==> src/rtl/ps2_pkg.sv <==
// Shared definitions for the PS/2 scancode receiver: frame FSM states,
// prefix byte constants, the decoded key event layout and a parity helper.
package ps2_pkg;

   // Frame reception states, one per field of the 11-bit PS/2 frame
   typedef enum logic [1:0] {
      IDLE   = 2'd0,
      DATA   = 2'd1,
      PARITY = 2'd2,
      STOP   = 2'd3
   } ps2_state_t;

   localparam logic [7:0] PS2_EXT_PREFIX = 8'hE0;
   localparam logic [7:0] PS2_BRK_PREFIX = 8'hF0;
   localparam int         PS2_EVT_W      = 10;

   // One decoded key event as stored in the FIFO
   typedef struct packed {
      logic       ext;
      logic       brk;
      logic [7:0] code;
   } ps2_evt_t;

   // PS/2 uses odd parity: the 8 data bits plus the parity bit hold an odd
   // number of ones.
   function automatic logic odd_parity_ok(input logic [7:0] data, input logic par);
      return ^{data, par};
   endfunction

   // Prefix bytes only modify the flags of the following key code
   function automatic logic is_prefix(input logic [7:0] code);
      return (code == PS2_EXT_PREFIX) || (code == PS2_BRK_PREFIX);
   endfunction

endpackage

==> src/rtl/ps2_sync_filter.sv <==
// Two-flop synchroniser followed by a run-length glitch filter for one raw
// PS/2 pin. The filtered level only follows the pin once FILT_LEN identical
// synchronised samples that differ from it have been seen in a row. Both the
// synchroniser and the filter leave reset high, matching an idle bus.
module ps2_sync_filter
   import ps2_pkg::*;
#(
   parameter int FILT_LEN = 4
) (
   input  logic clk,
   input  logic rst,
   input  logic din,
   output logic value
);

   localparam int               CNT_W    = $clog2(FILT_LEN);
   localparam logic [CNT_W-1:0] CNT_LAST = CNT_W'(FILT_LEN - 1);

   logic             sync1;
   logic             sync2;
   logic [CNT_W-1:0] run_cnt;

   // Bring the asynchronous pin into the clk domain
   always_ff @(posedge clk or posedge rst) begin
      if (rst) begin
         sync1 <= 1'b1;
         sync2 <= 1'b1;
      end else begin
         sync1 <= din;
         sync2 <= sync1;
      end
   end

   // Count consecutive samples that disagree with the filtered level; any
   // agreeing sample restarts the run, so short glitches never get through.
   always_ff @(posedge clk or posedge rst) begin
      if (rst) begin
         value   <= 1'b1;
         run_cnt <= '0;
      end else if (sync2 != value) begin
         if (run_cnt == CNT_LAST) begin
            value   <= sync2;
            run_cnt <= '0;
         end else begin
            run_cnt <= run_cnt + 1'b1;
         end
      end else begin
         run_cnt <= '0;
      end
   end

endmodule

==> src/rtl/ps2_scancode_rx.sv <==
// PS/2 keyboard receiver: conditions the raw pins, checks each 11-bit frame
// (start, 8 data LSB first, odd parity, stop), folds E0/F0 prefixes into
// ext/brk flags and queues {ext, brk, code} events in a show-ahead FIFO.
// Build option PS2_TIMEOUT_EN adds an abort of partial frames after
// TIMEOUT_CYC clocks without a PS/2 clock falling edge.
module ps2_scancode_rx
   import ps2_pkg::*;
#(
   parameter int FILT_LEN    = 4,
   parameter int FIFO_DEPTH  = 8,
   parameter int TIMEOUT_CYC = 20000
) (
   input  logic                          clk,
   input  logic                          rst,
   input  logic                          ps2_clk,
   input  logic                          ps2_data,
   input  logic                          rd_en,
   output logic [PS2_EVT_W-1:0]          rd_data,
   output logic                          rd_valid,
   output logic [$clog2(FIFO_DEPTH):0]   fifo_level,
   output logic                          err_parity,
   output logic                          err_frame,
   output logic                          overflow,
   input  logic                          clr_err
);

   localparam int                AW        = $clog2(FIFO_DEPTH);
   localparam logic [AW:0]       LVL_FULL  = (AW + 1)'(FIFO_DEPTH);

   // ---------------------------------------------------------------------
   // Input conditioning
   // ---------------------------------------------------------------------
   logic clk_filt;
   logic data_filt;
   logic clk_filt_prev;
   logic strobe;

   ps2_sync_filter #(.FILT_LEN(FILT_LEN)) u_clk_filter (
      .clk   (clk),
      .rst   (rst),
      .din   (ps2_clk),
      .value (clk_filt)
   );

   ps2_sync_filter #(.FILT_LEN(FILT_LEN)) u_data_filter (
      .clk   (clk),
      .rst   (rst),
      .din   (ps2_data),
      .value (data_filt)
   );

   // Remember the previous filtered clock to detect its falling edge
   always_ff @(posedge clk or posedge rst) begin
      if (rst) clk_filt_prev <= 1'b1;
      else     clk_filt_prev <= clk_filt;
   end

   // Single-cycle strobe in the first cycle the filtered clock reads low
   assign strobe = clk_filt_prev & ~clk_filt;

   // ---------------------------------------------------------------------
   // Frame FSM, prefix flags and error pulses
   // ---------------------------------------------------------------------
   ps2_state_t state;
   logic [2:0] bit_cnt;
   logic [7:0] shift;
   logic       par_bit;
   logic       byte_done;
   logic       ext;
   logic       brk;
   logic       timeout;
   logic       par_ok;

   assign par_ok = odd_parity_ok(shift, par_bit);

   // Walk through the frame one filtered clock fall at a time; the prefix
   // flags live here too because errors and timeouts must clear them.
   always_ff @(posedge clk or posedge rst) begin
      if (rst) begin
         state      <= IDLE;
         bit_cnt    <= '0;
         shift      <= '0;
         par_bit    <= 1'b0;
         byte_done  <= 1'b0;
         err_parity <= 1'b0;
         err_frame  <= 1'b0;
         ext        <= 1'b0;
         brk        <= 1'b0;
      end else begin
         byte_done  <= 1'b0;
         err_parity <= 1'b0;
         err_frame  <= 1'b0;

         // The byte finished last cycle is decoded now, alongside the push
         if (byte_done) begin
            if (shift == PS2_EXT_PREFIX) begin
               ext <= 1'b1;
            end else if (shift == PS2_BRK_PREFIX) begin
               brk <= 1'b1;
            end else begin
               ext <= 1'b0;
               brk <= 1'b0;
            end
         end

         if (timeout) begin
            state     <= IDLE;
            err_frame <= 1'b1;
            ext       <= 1'b0;
            brk       <= 1'b0;
         end else if (strobe) begin
            case (state)
               IDLE: begin
                  // A high start bit is line noise, not a frame
                  if (!data_filt) begin
                     state   <= DATA;
                     bit_cnt <= '0;
                  end
               end
               DATA: begin
                  shift   <= {data_filt, shift[7:1]};
                  bit_cnt <= bit_cnt + 1'b1;
                  if (bit_cnt == 3'd7) state <= PARITY;
               end
               PARITY: begin
                  par_bit <= data_filt;
                  state   <= STOP;
               end
               STOP: begin
                  state <= IDLE;
                  if (par_ok && data_filt) byte_done <= 1'b1;
                  if (!par_ok) begin
                     err_parity <= 1'b1;
                     ext        <= 1'b0;
                     brk        <= 1'b0;
                  end
                  if (!data_filt) begin
                     err_frame <= 1'b1;
                     ext       <= 1'b0;
                     brk       <= 1'b0;
                  end
               end
               default: state <= IDLE;
            endcase
         end
      end
   end

`ifdef PS2_TIMEOUT_EN
   localparam int               TO_W    = $clog2(TIMEOUT_CYC + 1);
   localparam logic [TO_W-1:0]  TO_LAST = TO_W'(TIMEOUT_CYC - 1);

   logic [TO_W-1:0] to_cnt;

   // Measure the quiet time since the last strobe of an unfinished frame
   always_ff @(posedge clk or posedge rst) begin
      if (rst)                            to_cnt <= '0;
      else if (state == IDLE || strobe)   to_cnt <= '0;
      else                                to_cnt <= to_cnt + 1'b1;
   end

   assign timeout = (state != IDLE) && !strobe && (to_cnt == TO_LAST);
`else
   // Without the option a partial frame simply waits for more edges
   assign timeout = (TIMEOUT_CYC < 0);
`endif

   // ---------------------------------------------------------------------
   // Event FIFO
   // ---------------------------------------------------------------------
   ps2_evt_t        mem [FIFO_DEPTH];
   ps2_evt_t        evt;
   logic [AW-1:0]   wr_ptr;
   logic [AW-1:0]   rd_ptr;
   logic [AW:0]     count;
   logic            push;
   logic            pop;
   logic            full;
   logic            wr_ok;

   assign evt   = '{ext: ext, brk: brk, code: shift};
   assign push  = byte_done && !is_prefix(shift);
   assign pop   = rd_en && (count != '0);
   assign full  = (count == LVL_FULL);
   // A pop in the same cycle frees the slot, so a full FIFO still accepts
   assign wr_ok = push && (!full || pop);

   // Storage carries no reset; only pointers and count define validity
   always_ff @(posedge clk) begin
      if (wr_ok) mem[wr_ptr] <= evt;
   end

   // Pointer and occupancy bookkeeping; pointers wrap naturally at AW bits
   always_ff @(posedge clk or posedge rst) begin
      if (rst) begin
         wr_ptr <= '0;
         rd_ptr <= '0;
         count  <= '0;
      end else begin
         if (wr_ok) wr_ptr <= wr_ptr + 1'b1;
         if (pop)   rd_ptr <= rd_ptr + 1'b1;
         case ({wr_ok, pop})
            2'b10:   count <= count + 1'b1;
            2'b01:   count <= count - 1'b1;
            default: count <= count;
         endcase
      end
   end

   // Sticky drop flag; a new drop outranks a simultaneous clear
   always_ff @(posedge clk or posedge rst) begin
      if (rst)                      overflow <= 1'b0;
      else if (push && full && !pop) overflow <= 1'b1;
      else if (clr_err)             overflow <= 1'b0;
   end

   assign rd_valid   = (count != '0);
   assign rd_data    = rd_valid ? mem[rd_ptr] : '0;
   assign fifo_level = count;

endmodule
==> config.mk <==
export PLATFORM = sky130hd
export DESIGN_NAME = ps2_scancode_rx
export DESIGN_NICKNAME = d
export VERILOG_FILES = /design/src/rtl/ps2_pkg.sv /design/src/rtl/ps2_sync_filter.sv /design/src/rtl/ps2_scancode_rx.sv
export SDC_FILE = /design/constraint.sdc
export NUM_CORES = 1
export LEC_CHECK = 0
export ABC_CLOCK_PERIOD_IN_PS = 3100
export BUFFER_PORTS_ARGS = -buffer_cell sky130_fd_sc_hd__buf_2
export CORE_MARGIN = 2
export CORE_UTILIZATION = 55
export CTS_BUF_LIST = sky130_fd_sc_hd__clkbuf_8
export CTS_CLUSTER_SIZE = 25
export DETAILED_ROUTE_END_ITERATION = 8
export PLACE_DENSITY = 0.77
export SYNTH_ARGS = -nofsm -noshare
export SYNTH_HDL_FRONTEND = slang
export SYNTH_SLANG_ARGS = --single-unit
==> constraint.sdc <==
create_clock -name clk -period 3.1 [get_ports clk]
set_clock_uncertainty 0.05 [all_clocks]
set_input_delay 0.775 -clock clk [delete_from_list [all_inputs] [get_ports clk]]
set_output_delay 0.775 -clock clk [all_outputs]
set_load 0.03 [all_outputs]
=== Yosys cells after proc, flatten, opt, wreduce, memory -nomap -nowiden ===
Memory sizes are Yosys's and may differ from the RTL's.
Index checks and enable logic that the tools add are counted.

* Bits in read-only memories: 0
* Memories kept: 1
* Input port bits: 6
* Register bits: 41
* Output and inout bits: 18
* Bits in writable memories: 80
* Logic and storage cells: 108
* Bits in latches: 0

* Shifts and indexed selects: 0
* Divide/modulo/power cells: 0
* Mux-type cells: 38
* Bitwise operators: 2
* Reductions and logical operators: 23
* Eq/ne operators: 15
* $add $sub $neg: 7
* $mul: 0
* Magnitude comparators: 0

{| class="wikitable"
|+ Memories
! name !! words !! width !! rd ports !! clocked after Yosys merged registers in !! wr ports !! line !! RTL
|-
| mem || 8 || 10 || 1 || 0 || 1 || ps2_scancode_rx.sv:171 || <nowiki>ps2_evt_t mem [FIFO_DEPTH];</nowiki>
|}

{| class="wikitable"
|+ Operator list
! operator !! count
|-
| $mux W1 || 27
|-
| $eq A8 B8 Y1 const B || 2
|-
| $mux W2 || 6
|-
| $eq A2 B2 Y1 const B || 5
|-
| $mux W10 || 1
|-
| $add A3 B1 Y3 const B || 3
|-
| $reduce_xor A9 Y1 || 1
|-
| $pmux W2 S4 || 1
|-
| $pmux W4 S2 || 1
|-
| $reduce_and A2 Y1 || 4
|-
| $logic_and A1 B1 Y1 || 6
|-
| $pmux W3 S2 || 1
|-
| $reduce_and A3 Y1 || 2
|-
| $reduce_bool A2 Y1 || 3
|-
| $add A2 B1 Y2 const B || 2
|-
| $add A4 B1 Y4 const B || 1
|-
| $eq A2 B1 Y1 const B || 2
|-
| $eq A4 B4 Y1 const B || 1
|-
| $ne A2 B2 Y1 const B || 2
|-
| $reduce_bool A4 Y1 || 1
|-
| $sub A4 B1 Y4 const B || 1
|-
| $eq A3 B3 Y1 const B || 1
|-
| $logic_not A1 Y1 || 3
|-
| $mux W3 || 1
|-
| 5 further kinds || 7
|}

=== Depth between registers and ports, before layout ===
Gate-level depths: netlist of run 1.

* Depth in word-level cells: 8
* Gate-level depth with buffers: 11
* Gate-level depth less buffers: 11

=== Modules after synthesis ===
Synthesis of run 1 repeated with hierarchy kept, for this count alone.

* Cell total of the unflattened synthesis: 289
* Area, all modules: 4,929.7 um^2

{| class="wikitable"
|+ Modules (own cells, without submodules)
! module !! sequential area each (um^2) !! cells each !! area an instance (um^2) !! times used
|-
| ps2_scancode_rx || 3,179.3 || 267 || 4,566.9 || 1
|-
| ps2_sync_filter || 128.9 || 11 || 181.4 || 2
|}

=== Least setup slack after synthesis of run 1 ===
OpenSTA, ideal clock, no wires.

* Path kind: register to register
* Start: reg shift[6]
* End: mem mem[2][0] (netlist bit) (enable)
* Arrival: 2.390 ns
* Data required time: 2.643 ns
* Buffers on the path: 0
* Stages on the path, launching flop included: 6
* Slack: 0.253 ns
* Library setup time: 0.407 ns
* Cell sequence: dfrtp_1 nand2_1 nor3_1 a31oi_1 nand2_2 nor4b_1

* Cells in the longest elaborated chain, start to end: 7

{| class="wikitable"
|+ Ends and longest elaborated chain
! item !! line !! RTL
|-
| start, declared || ps2_scancode_rx.sv:66 || <nowiki>logic [7:0] shift;</nowiki>
|-
| start signal, assigned || ps2_scancode_rx.sv:121 || <nowiki>shift <= {data_filt, shift[7:1]};</nowiki>
|-
| $eq A8 B8 Y1 || ps2_pkg.sv:32 || <nowiki>return (code == PS2_EXT_PREFIX) || (code == PS2_BRK_PREFIX);</nowiki>
|-
| $logic_or A1 B1 Y1 * || ps2_pkg.sv:32 ||
|-
| $logic_not A1 Y1 * || ps2_scancode_rx.sv:182 || <nowiki>assign push = byte_done && !is_prefix(shift);</nowiki>
|-
| $logic_and A1 B1 Y1 * || ps2_scancode_rx.sv:182 ||
|-
| $logic_and A1 B1 Y1 * || ps2_scancode_rx.sv:186 || <nowiki>assign wr_ok = push && (!full || pop);</nowiki>
|-
| $mux W1 * || ps2_scancode_rx.sv:190 || <nowiki>if (wr_ok) mem[wr_ptr] <= evt;</nowiki>
|-
| $mux W1 (implied by the code) * || ps2_scancode_rx.sv:190 ||
|-
| end, declared || ps2_scancode_rx.sv:171 ||
|}

Mark *: on every way between the ends. The rest lies on a longest branch, timed or not.

=== Worst setup path after layout of run 1 ===
* Start: reg rd_ptr[0]
* End: out rd_data[4]

* Cells in the longest elaborated chain, start to end: 2

{| class="wikitable"
|+ Ends and longest elaborated chain
! item !! line !! RTL
|-
| start, declared || ps2_scancode_rx.sv:174 || <nowiki>logic [AW-1:0] rd_ptr;</nowiki>
|-
| start signal, assigned || ps2_scancode_rx.sv:201 || <nowiki>if (pop) rd_ptr <= rd_ptr + 1'b1;</nowiki>
|-
| $mem_v2 Z8 W10 || - ||
|-
| $mux W10 || ps2_scancode_rx.sv:218 || <nowiki>assign rd_data = rd_valid ? mem[rd_ptr] : '0;</nowiki>
|-
| end, declared || ps2_scancode_rx.sv:18 || <nowiki>output logic [PS2_EVT_W-1:0] rd_data,</nowiki>
|}

No other way between the ends.

==> results of run 1 <==
[synthesized netlist by cell type (3+ instances only)]
cell type	number
xnor2_1	10
dfrtp_1	34
edfxtp_1	80
inv_1	9
o21ai_0	5
a21oi_1	6
nor3_1	9
buf_2	3
mux4_2	20
mux2_2	14
nor2_1	18
clkbuf_1	5
nand2_1	10
dfstp_2	7
mux2i_1	10
ha_1	13
xor2_1	5
nor2b_1	4
[worst register-to-register path, cell delays in order, from the launching register on]
cell and delay [ns]:
dfrtp_1 0.53, nand2_1 0.13, nor3_1 0.06, a31oi_1 0.33
nand2_2 0.21, ha_1 0.30, xor2_1 0.16, ha_1 0.19
a21oi_1 0.15, xor2_1 0.17, nor2_1 0.07, xor2_1 0.14
[per-layer routing]
layer  vias up  wire, um  share of wire [%]
li1       1174         -                  -
met3        12       480                5.7
met5         -         0                  0
met1      1280      3522                 42
met2        74      4277                 51
met4         0       131                1.6
[metrics by stage]
step           utilization [%]  total power [mW]  area [um2]  worst slack (ns)  instances
6_report                 65.68             5.628        5728            0.2795        453
5_1_grt                  65.68             5.950        5728           0.09218        453
4_1_cts                  65.68             5.682        5728            0.2241        453
3_5_place_dp             60.60             4.130        5285            0.4670        421
3_3_place_gp             60.60             4.085        5285            0.5599        421
2_1_floorplan                -             3.671        4935            0.2527        284
[how the worst max path moves through the flow]
stage / startpoint / to / slack, ns / depth (start not counted)
final: rd_ptr[0]$_DFFE_PP0P_ / rd_data[4] / 0.28 / 5
after global placement: rd_en / fifo_level[2]$_DFFE_PP0P_ / 0.56 / 10
after detailed placement: shift[5]$_DFFE_PP0P_ / fifo_level[2]$_DFFE_PP0P_ / 0.47 / 11
after floorplan: shift[6]$_DFFE_PP0P_ / mem[2][0]$_DFFE_PP_ / 0.25 / 5
after global routing: rd_ptr[0]$_DFFE_PP0P_ / rd_data[4] / 0.09 / 5
after CTS: rd_ptr[0]$_DFFE_PP0P_ / rd_data[4] / 0.22 / 5
[state kept, by name, summed over array words and instances (netlist names), 2 cells and up]
name                   flops
mem                       80
bit_cnt                    3
u_clk_filter.run_cnt       2
wr_ptr                     3
state                      2
fifo_level                 4
rd_ptr                     3
u_data_filter.run_cnt      2
shift                      8
[final cells by class]
class                           count  area, um2  share of cell area, %
Clock buffer                       17      234.0                  4.085
Clock inverter                     15      209.0                  3.648
Inverter                            9      33.78                 0.5898
Multi-Input combinational cell    145       1451                  25.34
Sequential cell                   121       3437                  60.00
Tap cell                          108      135.1                  2.359
Timing Repair Buffer               38      227.7                  3.976
[power by group through the flow]
stage / registers (mW) / logic [mW] / clock network [mW]
2_1_floorplan: 2.32 / 1.35 / 0
3_3_place_gp: 2.38 / 1.70 / 0
3_5_place_dp: 2.40 / 1.73 / 0
4_1_cts: 2.37 / 1.74 / 1.57
5_1_grt: 2.42 / 1.90 / 1.63
6_report: 2.37 / 1.71 / 1.54
[kinds of logic after synthesis]
logic type      count (synthesis)
compound gates                 17
xor+xnor                       18
fa+ha+maj                      13
buf+inv                        18
flops                         121
mux                            44
simple gates                   53
==> results.yml, run 1 <==
run_status:
  status: "finished clean"
power:
  p_sw_share_pct: 32.78
  clockPowerShare_pct: 27.4
  ir_drop_mv: 0.5468
  intPower_mw: 3.784
  power_density_nw_per_um2: 982.6
  pwr-share-comb_pct: 30.4
  power.leakage_nw: 2.198
  seqPwrFrac_pct: 42.2
  p_switching_mw: 1.845
clocking:
  cts_tree: "yes"
  cts_buffer_depth: 2
  cts_num_sinks: 121
  cts_setup_buffers: 0
  cts_max_level: 4
  root_buffer: "clkbuf_8"
  cts_hold_buffers: 0
  numCtsBuffers: 17
  clkTransAtPathRegs_ns: 0.07
  clk_latency_ns: 0.41
  cts_resized: 0
floorplan:
  io_pins: 24
  die-area_um2: 9746
  die-height_um: 98.72
  fp.dieW_um: 98.72
  fp-row-count: 34
  core_um2: 8721
  start_util_pct: 56.59
sta:
  holdWs_ns: 0.3070
  slew_headroom_pct: 52.46
  fmax_mhz: 354.6
  hold_violations: 0
  period_needed_ns: 2.820
  setup_viol: 0
  finalSetupTns_ns: 0
  maxSlewViolCount: 0
  tightest_slew_ns: 0.7131
  min_period_over_period_pct: 90.98
  rsz0062_at_grt: "no"
synth:
  yosys_warnings: 0
  dominantRegCellSynth: "edfxtp_1"
  synth_top_family_by_area: "multiplexers"
  yosysSeqAreaShare_pct: 69.65
  mappedNetlistArea_um2: 4935
  synthMuxAreaShare_pct: 14.35
  async_flop_share_pct: 33.88
  synth_xor_xnor_area_share_pct: 3.778
  synth_top_area_share_pct: 48.68
  synth_cells: 284
  synthAdderAreaFrac_pct: 3.296
  synth_area_leaders: "edfxtp_1, dfrtp_1, mux4_2"
  syn-num-nets: 303
  synth-edff-count: 80
  synth_compound_area_share_pct: 2.155
  ys_ff_latch: 121
  avgSynthCellArea_um2: 17.38
  ys_types: 34
  synth_simple_gate_area_share_pct: 5.325
  yosysTopAreaCell: "edfxtp_1"
route:
  vias: 2540
  wl_per_cell_um: 18.57
  initialDrtViolationCount: 143
  ant_nets: 0
  routed_wl_mm: 8.412
  viasPerCell: 5.607
  drc: 0
  drt_pass1_iterations: 4
critical_path:
  r2r_setup_slack_ns: 0.51
  crit_buf_inv: 2
  worstRegToRegCells: 11
  start_kind: "register"
  critPathSlowestCell: "mux4_2"
  rr_startpoint: "shift[5]$_DFFE_PP0P_"
  crit_type: "reg -> out"
  endpoint_kind: "output pin"
  r2r_end: "fifo_level[2]$_DFFE_PP0P_"
  max_stage_delay_ns: 0.53
  worst_ep_required_time_ns: 2.27
  path_max_fanout: 12
  worstPathArrival_ns: 2.00
  crit_family: "multiplexers"
  crit_chain: "buf_4 > mux4_2 > mux2i_1 > nor2_1 > buf_2"
grt:
  grt_pass1_vias: 2611
  met1_usage_pct: 25.92
  use_met3_pct: 4.255
  track_usage_pct: 19.53
  gr-total-overflow: 0
  grt_pass1_wl_mm: 13.89
  grt_max_degree: 42
  grt_use_met2_pct: 31.29
  grt_antenna_before_repair: 0
  grt_most_used_layer: "met2"
final_layout:
  layout_commonest_cell: "edfxtp_1"
  nets: 351
  diodes: 0
  syn_to_final_growth_pct: 16.07
  layout-drive-gt1-share_pct: 33.33
  final_cell_mix: "edfxtp_1, dfrtp_1, buf_2"
  fill_cells: 585
flow_run:
  cap_viol_max_count: 0
hold_path:
  hp-class: "reg -> reg"
  min_to: "u_data_filter.sync2$_DFF_PP1_"
  hp-start: "u_data_filter.sync1$_DFF_PP1_"
  hold_path_depth: 0
place:
  gp_congestion: 0.7608
  hpwl_mm: 5.301
  port_buffers: 23
No activity file was read; power rests on OpenSTA's default activity.
==> run 2: changes to the inputs <==
--- a/constraint.sdc
+++ b/constraint.sdc
@@ -4,2 +4,2 @@
 set_output_delay 0.775 -clock clk [all_outputs]
-set_load 0.03 [all_outputs]
+set_load 0.02 [all_outputs]
==> run 2 against run 1 <==
  * Routed wire length is 0.64% lower
  * Combinational power is 6% lower
  * Power decreased by 1.4%
  * Sequential share of layout area is 0.10 points lower
  * Sequential power is essentially flat
  * Global-route usage decreased by 0.58 points
  * Worst hold slack hardly changed
  * First-iteration DRC count up 36%
  * Critical path type unchanged
  * Flip-flop and latch count is the same
  * Critical path depth unchanged
  * Cell area rose by 0.17%
==> results.yml, run 2 (synthesis gave the netlist of run 1 again) <==
route:
  routed_wl_mm: 8.358
  vias: 2510
  ant_nets: 0
  drc: 0
  viasPerCell: 5.541
  drt_pass1_iterations: 4
  wl_per_cell_um: 18.45
  initialDrtViolationCount: 194
clocking:
  cts_num_sinks: 121
  cts_max_level: 4
  cts_resized: 0
  clkTransAtPathRegs_ns: 0.07
  cts_buffer_depth: 2
  cts_hold_buffers: 0
  cts_tree: "yes"
  root_buffer: "clkbuf_8"
  numCtsBuffers: 17
  cts_setup_buffers: 0
  clk_latency_ns: 0.43
sta:
  maxSlewViolCount: 0
  tightest_slew_ns: 0.7103
  fmax_mhz: 349.8
  hold_violations: 0
  period_needed_ns: 2.858
  min_period_over_period_pct: 92.21
  rsz0062_at_grt: "no"
  setup_viol: 0
  finalSetupTns_ns: 0
  slew_headroom_pct: 52.64
  layout_setup_ws_ns: 0.2416
final_layout:
  nets: 351
  largest_register_ffs: 80
  layout_commonest_cell: "edfxtp_1"
  fin_area_um2: 5738
  final_cell_mix: "edfxtp_1, dfrtp_1, buf_2"
  syn_to_final_growth_pct: 16.28
  final_core_util_pct: 65.80
  layout-drive-gt1-share_pct: 33.91
  regMostFlops: "mem"
  diodes: 0
critical_path:
  endpoint_kind: "output pin"
  crit_type: "reg -> out"
  worst_ep_required_time_ns: 2.27
  r2r_setup_slack_ns: 0.49
  start_kind: "register"
  worstPathArrival_ns: 2.03
  path_max_fanout: 12
floorplan:
  fp.dieW_um: 98.72
  core_um2: 8721
  die-height_um: 98.72
  die-area_um2: 9746
  io_pins: 24
  start_util_pct: 56.59
  fp-row-count: 34
power:
  ir_drop_mv: 0.4922
  power.leakage_nw: 2.186
  power_density_nw_per_um2: 967.1
grt:
  gr-total-overflow: 0
  grt_max_degree: 42
  grt_pass1_wl_mm: 13.38
  grt_antenna_before_repair: 0
  grt_pass1_vias: 2473
  track_usage_pct: 18.96
place:
  hpwl_mm: 5.130
  port_buffers: 23
  placed_cell_area_um2: 5285
  gp_congestion: 0.7576
  place_ws_ns: 0.4885
hold_path:
  hp-class: "reg -> reg"
flow_run:
  cap_viol_max_count: 0
run_status:
  status: "finished clean"
run 2: critical path, cell delays in order (launching register included):
cell	delay [ns]
dfrtp_1	0.35
buf_4	0.26
mux4_2	0.53
mux2i_1	0.25
nor2_1	0.06
buf_2	0.16
run 2: per-stage QoR:
| stage | hold slack [ns] | std cells | total power [mW] |
|---|---|---|---|
| after floorplan | 0.2952 | 284 | 3.568 |
| after global placement | 0.2959 | 421 | 3.984 |
| after detailed placement | 0.2988 | 421 | 4.023 |
| after CTS | 0.3086 | 453 | 5.598 |
| after global routing | 0.3146 | 453 | 5.866 |
| final | 0.3073 | 453 | 5.549 |
run 2: path summary, 6_finish.rpt:
path	from	end	cells after the start
min reg2reg	u_data_filter.sync1$_DFF_PP1_	u_data_filter.sync2$_DFF_PP1_	0
max in group asynchronous	rst	clk_filt_prev$_DFF_PP1_	3
min	u_data_filter.sync1$_DFF_PP1_	u_data_filter.sync2$_DFF_PP1_	0
max reg2reg	shift[5]$_DFFE_PP0P_	fifo_level[2]$_DFFE_PP0P_	11
max	rd_ptr[0]$_DFFE_PP0P_	rd_data[4]	5
min in group asynchronous	rst	wr_ptr[0]$_DFFE_PP0P_	3
run 2: power breakdown:
part           internal, mW  switching, mW
logic                 0.796          0.803
registers              2.04          0.335
clock network         0.968          0.608
run 2: layer usage:
metal  part of all wire [%]  track usage (%)
met1                     44            25.77
met4                    1.1            6.639
met3                    5.5            6.596
met2                     50            29.04
met5                      0                0
run 2: final cells by class:
| cell class | count | area [um2] |
|---|---|---|
| clock buffer | 18 | 247.7 |
| clock inverter | 14 | 205.2 |
| fill | 579 | 2983 |
| inverter | 9 | 33.78 |
| multi-input combinational | 145 | 1451 |
| sequential | 121 | 3437 |
| tap | 108 | 135.1 |
| timing repair buffer | 38 | 227.7 |
==> run 3: changes to the inputs <==
Settings changed: ABC_CLOCK_PERIOD_IN_PS 3100 to 3300.
Clock period 3.1 ns to 3.3 ns, I/O delays scaled along.
==> run 3 against run 2 <==
  * First-iteration DRC count shrank 44%
  * Final cell count down 0.22%
  * Worst setup slack improved by 0.062 ns
  * Power shrank 9.9%
  * Sequential power fell by 6%
  * Clock power shrank 20%
  * Utilization is 0.85 points lower
  * Worst hold slack better by 0.0022 ns
  * Register-to-register slack improved by 0.20 ns
  * Count of clock-buffer cells in the layout unchanged
  * Highest routed layer unchanged
==> results.yml, run 3 (synthesis gave the netlist of run 1 again) <==
final_layout:
  largest_register_ffs: 80
  diodes: 0
  final_cell_mix: "edfxtp_1, dfrtp_1, buf_2"
  regMostFlops: "mem"
  nets: 350
  syn_to_final_growth_pct: 14.78
  layout_commonest_cell: "edfxtp_1"
  layout-drive-gt1-share_pct: 32.27
clocking:
  clkTransAtPathRegs_ns: 0.06
  cts_num_sinks: 121
  cts_hold_buffers: 0
  numCtsBuffers: 17
  clk_latency_ns: 0.42
  cts_tree: "yes"
  cts_buffer_depth: 2
  cts_resized: 0
  cts_setup_buffers: 0
  cts_max_level: 4
  root_buffer: "clkbuf_8"
critical_path:
  worst_ep_required_time_ns: 2.42
  crit_type: "reg -> out"
  path_max_fanout: 22
  start_kind: "register"
  worstPathArrival_ns: 2.12
  endpoint_kind: "output pin"
route:
  drt_pass1_iterations: 4
  routed_wl_mm: 8.099
  ant_nets: 0
  wl_per_cell_um: 17.92
  viasPerCell: 5.546
  drc: 0
  initialDrtViolationCount: 108
  vias: 2507
floorplan:
  die-area_um2: 9746
  core_um2: 8721
  fp-row-count: 34
  start_util_pct: 56.59
  io_pins: 24
  die-height_um: 98.72
  fp.dieW_um: 98.72
power:
  power_density_nw_per_um2: 883.0
  seqPwrFrac_pct: 44.6
  p_sw_share_pct: 32.03
  p_total_mw: 5.002
  p_switching_mw: 1.602
  clockPowerShare_pct: 25.4
  ir_drop_mv: 0.4950
  power.leakage_nw: 2.172
  intPower_mw: 3.400
  pwr-share-comb_pct: 30.0
sta:
  period_needed_ns: 2.996
  hold_violations: 0
  maxSlewViolCount: 0
  finalSetupTns_ns: 0
  min_period_over_period_pct: 90.80
  setup_viol: 0
  rsz0062_at_grt: "no"
  fmax_mhz: 333.7
  slew_headroom_pct: 52.75
  holdWs_ns: 0.3095
  tightest_slew_ns: 0.7088
run_status:
  status: "finished clean"
grt:
  grt_pass1_wl_mm: 13.18
  grt_max_degree: 42
  gr-total-overflow: 0
  grt_pass1_vias: 2559
  grt_antenna_before_repair: 0
  track_usage_pct: 18.53
place:
  port_buffers: 23
  hpwl_mm: 5.142
  gp_congestion: 0.7315
hold_path:
  hp-class: "reg -> reg"
flow_run:
  cap_viol_max_count: 0
-- run 3: path summary, 6_finish.rpt --
path | start | endpoint | slack (ns) | cells past startpoint
max in group asynchronous | rst | u_data_filter.sync2$_DFF_PP1_ | 2.35 | 3
max | rd_ptr[0]$_DFFE_PP0P_ | rd_data[4] | 0.30 | 5
min in group asynchronous | rst | fifo_level[0]$_DFFE_PP0P_ | 0.48 | 3
min reg2reg | u_clk_filter.sync1$_DFF_PP1_ | u_clk_filter.sync2$_DFF_PP1_ | 0.31 | 0
min | u_clk_filter.sync1$_DFF_PP1_ | u_clk_filter.sync2$_DFF_PP1_ | 0.31 | 0
max reg2reg | shift[5]$_DFFE_PP0P_ | fifo_level[2]$_DFFE_PP0P_ | 0.69 | 12
-- run 3: critical path, cell delays in order (launching register included) --
cell and delay, ns:
dfrtp_1 0.32, buf_4 0.37, mux4_2 0.56, mux2i_1 0.21
nor2_1 0.07, buf_2 0.16
-- run 3: area by class of cell --
| type | instances | area (um2) |
|---|---|---|
| well taps | 108 | 135.1 |
| fillers | 600 | 3057 |
| clock buffers | 18 | 247.7 |
| repair buffers | 37 | 220.2 |
| clock inverters | 14 | 138.9 |
| flip-flops and latches | 121 | 3437 |
| multi-input cells | 145 | 1451 |
| inverters | 9 | 33.78 |
-- run 3: power groups by stage --
| stage | logic, mW | registers [mW] | clock network (mW) |
|---|---|---|---|
| 6_report | 1.50 | 2.23 | 1.27 |
| 5_1_grt | 1.64 | 2.28 | 1.37 |
| 4_1_cts | 1.53 | 2.24 | 1.30 |
| 3_5_place_dp | 1.52 | 2.27 | 0 |
| 3_3_place_gp | 1.48 | 2.24 | 0 |
| 2_1_floorplan | 1.20 | 2.16 | 0 |
-- run 3: layer usage --
metal,track usage [%],vias up,wire [um]
met5,0,-,0
li1,-,1171,-
met2,29.88,70,4036
met3,5.745,7,505
met4,6.639,0,89
met1,24.19,1259,3467
-- run 3: per-stage QoR --
| stage | area (um2) | util, % | std cells | setup WS (ns) |
|---|---|---|---|---|
| 3_3_place_gp | 5278 | 60.52 | 420 | 0.7025 |
| 4_1_cts | 5664 | 64.95 | 452 | 0.2342 |
| 6_report | 5664 | 64.95 | 452 | 0.3037 |
| 5_1_grt | 5664 | 64.95 | 452 | 0.1589 |
| 2_1_floorplan | 4935 | - | 284 | 0.4527 |
| 3_5_place_dp | 5278 | 60.52 | 420 | 0.6072 |
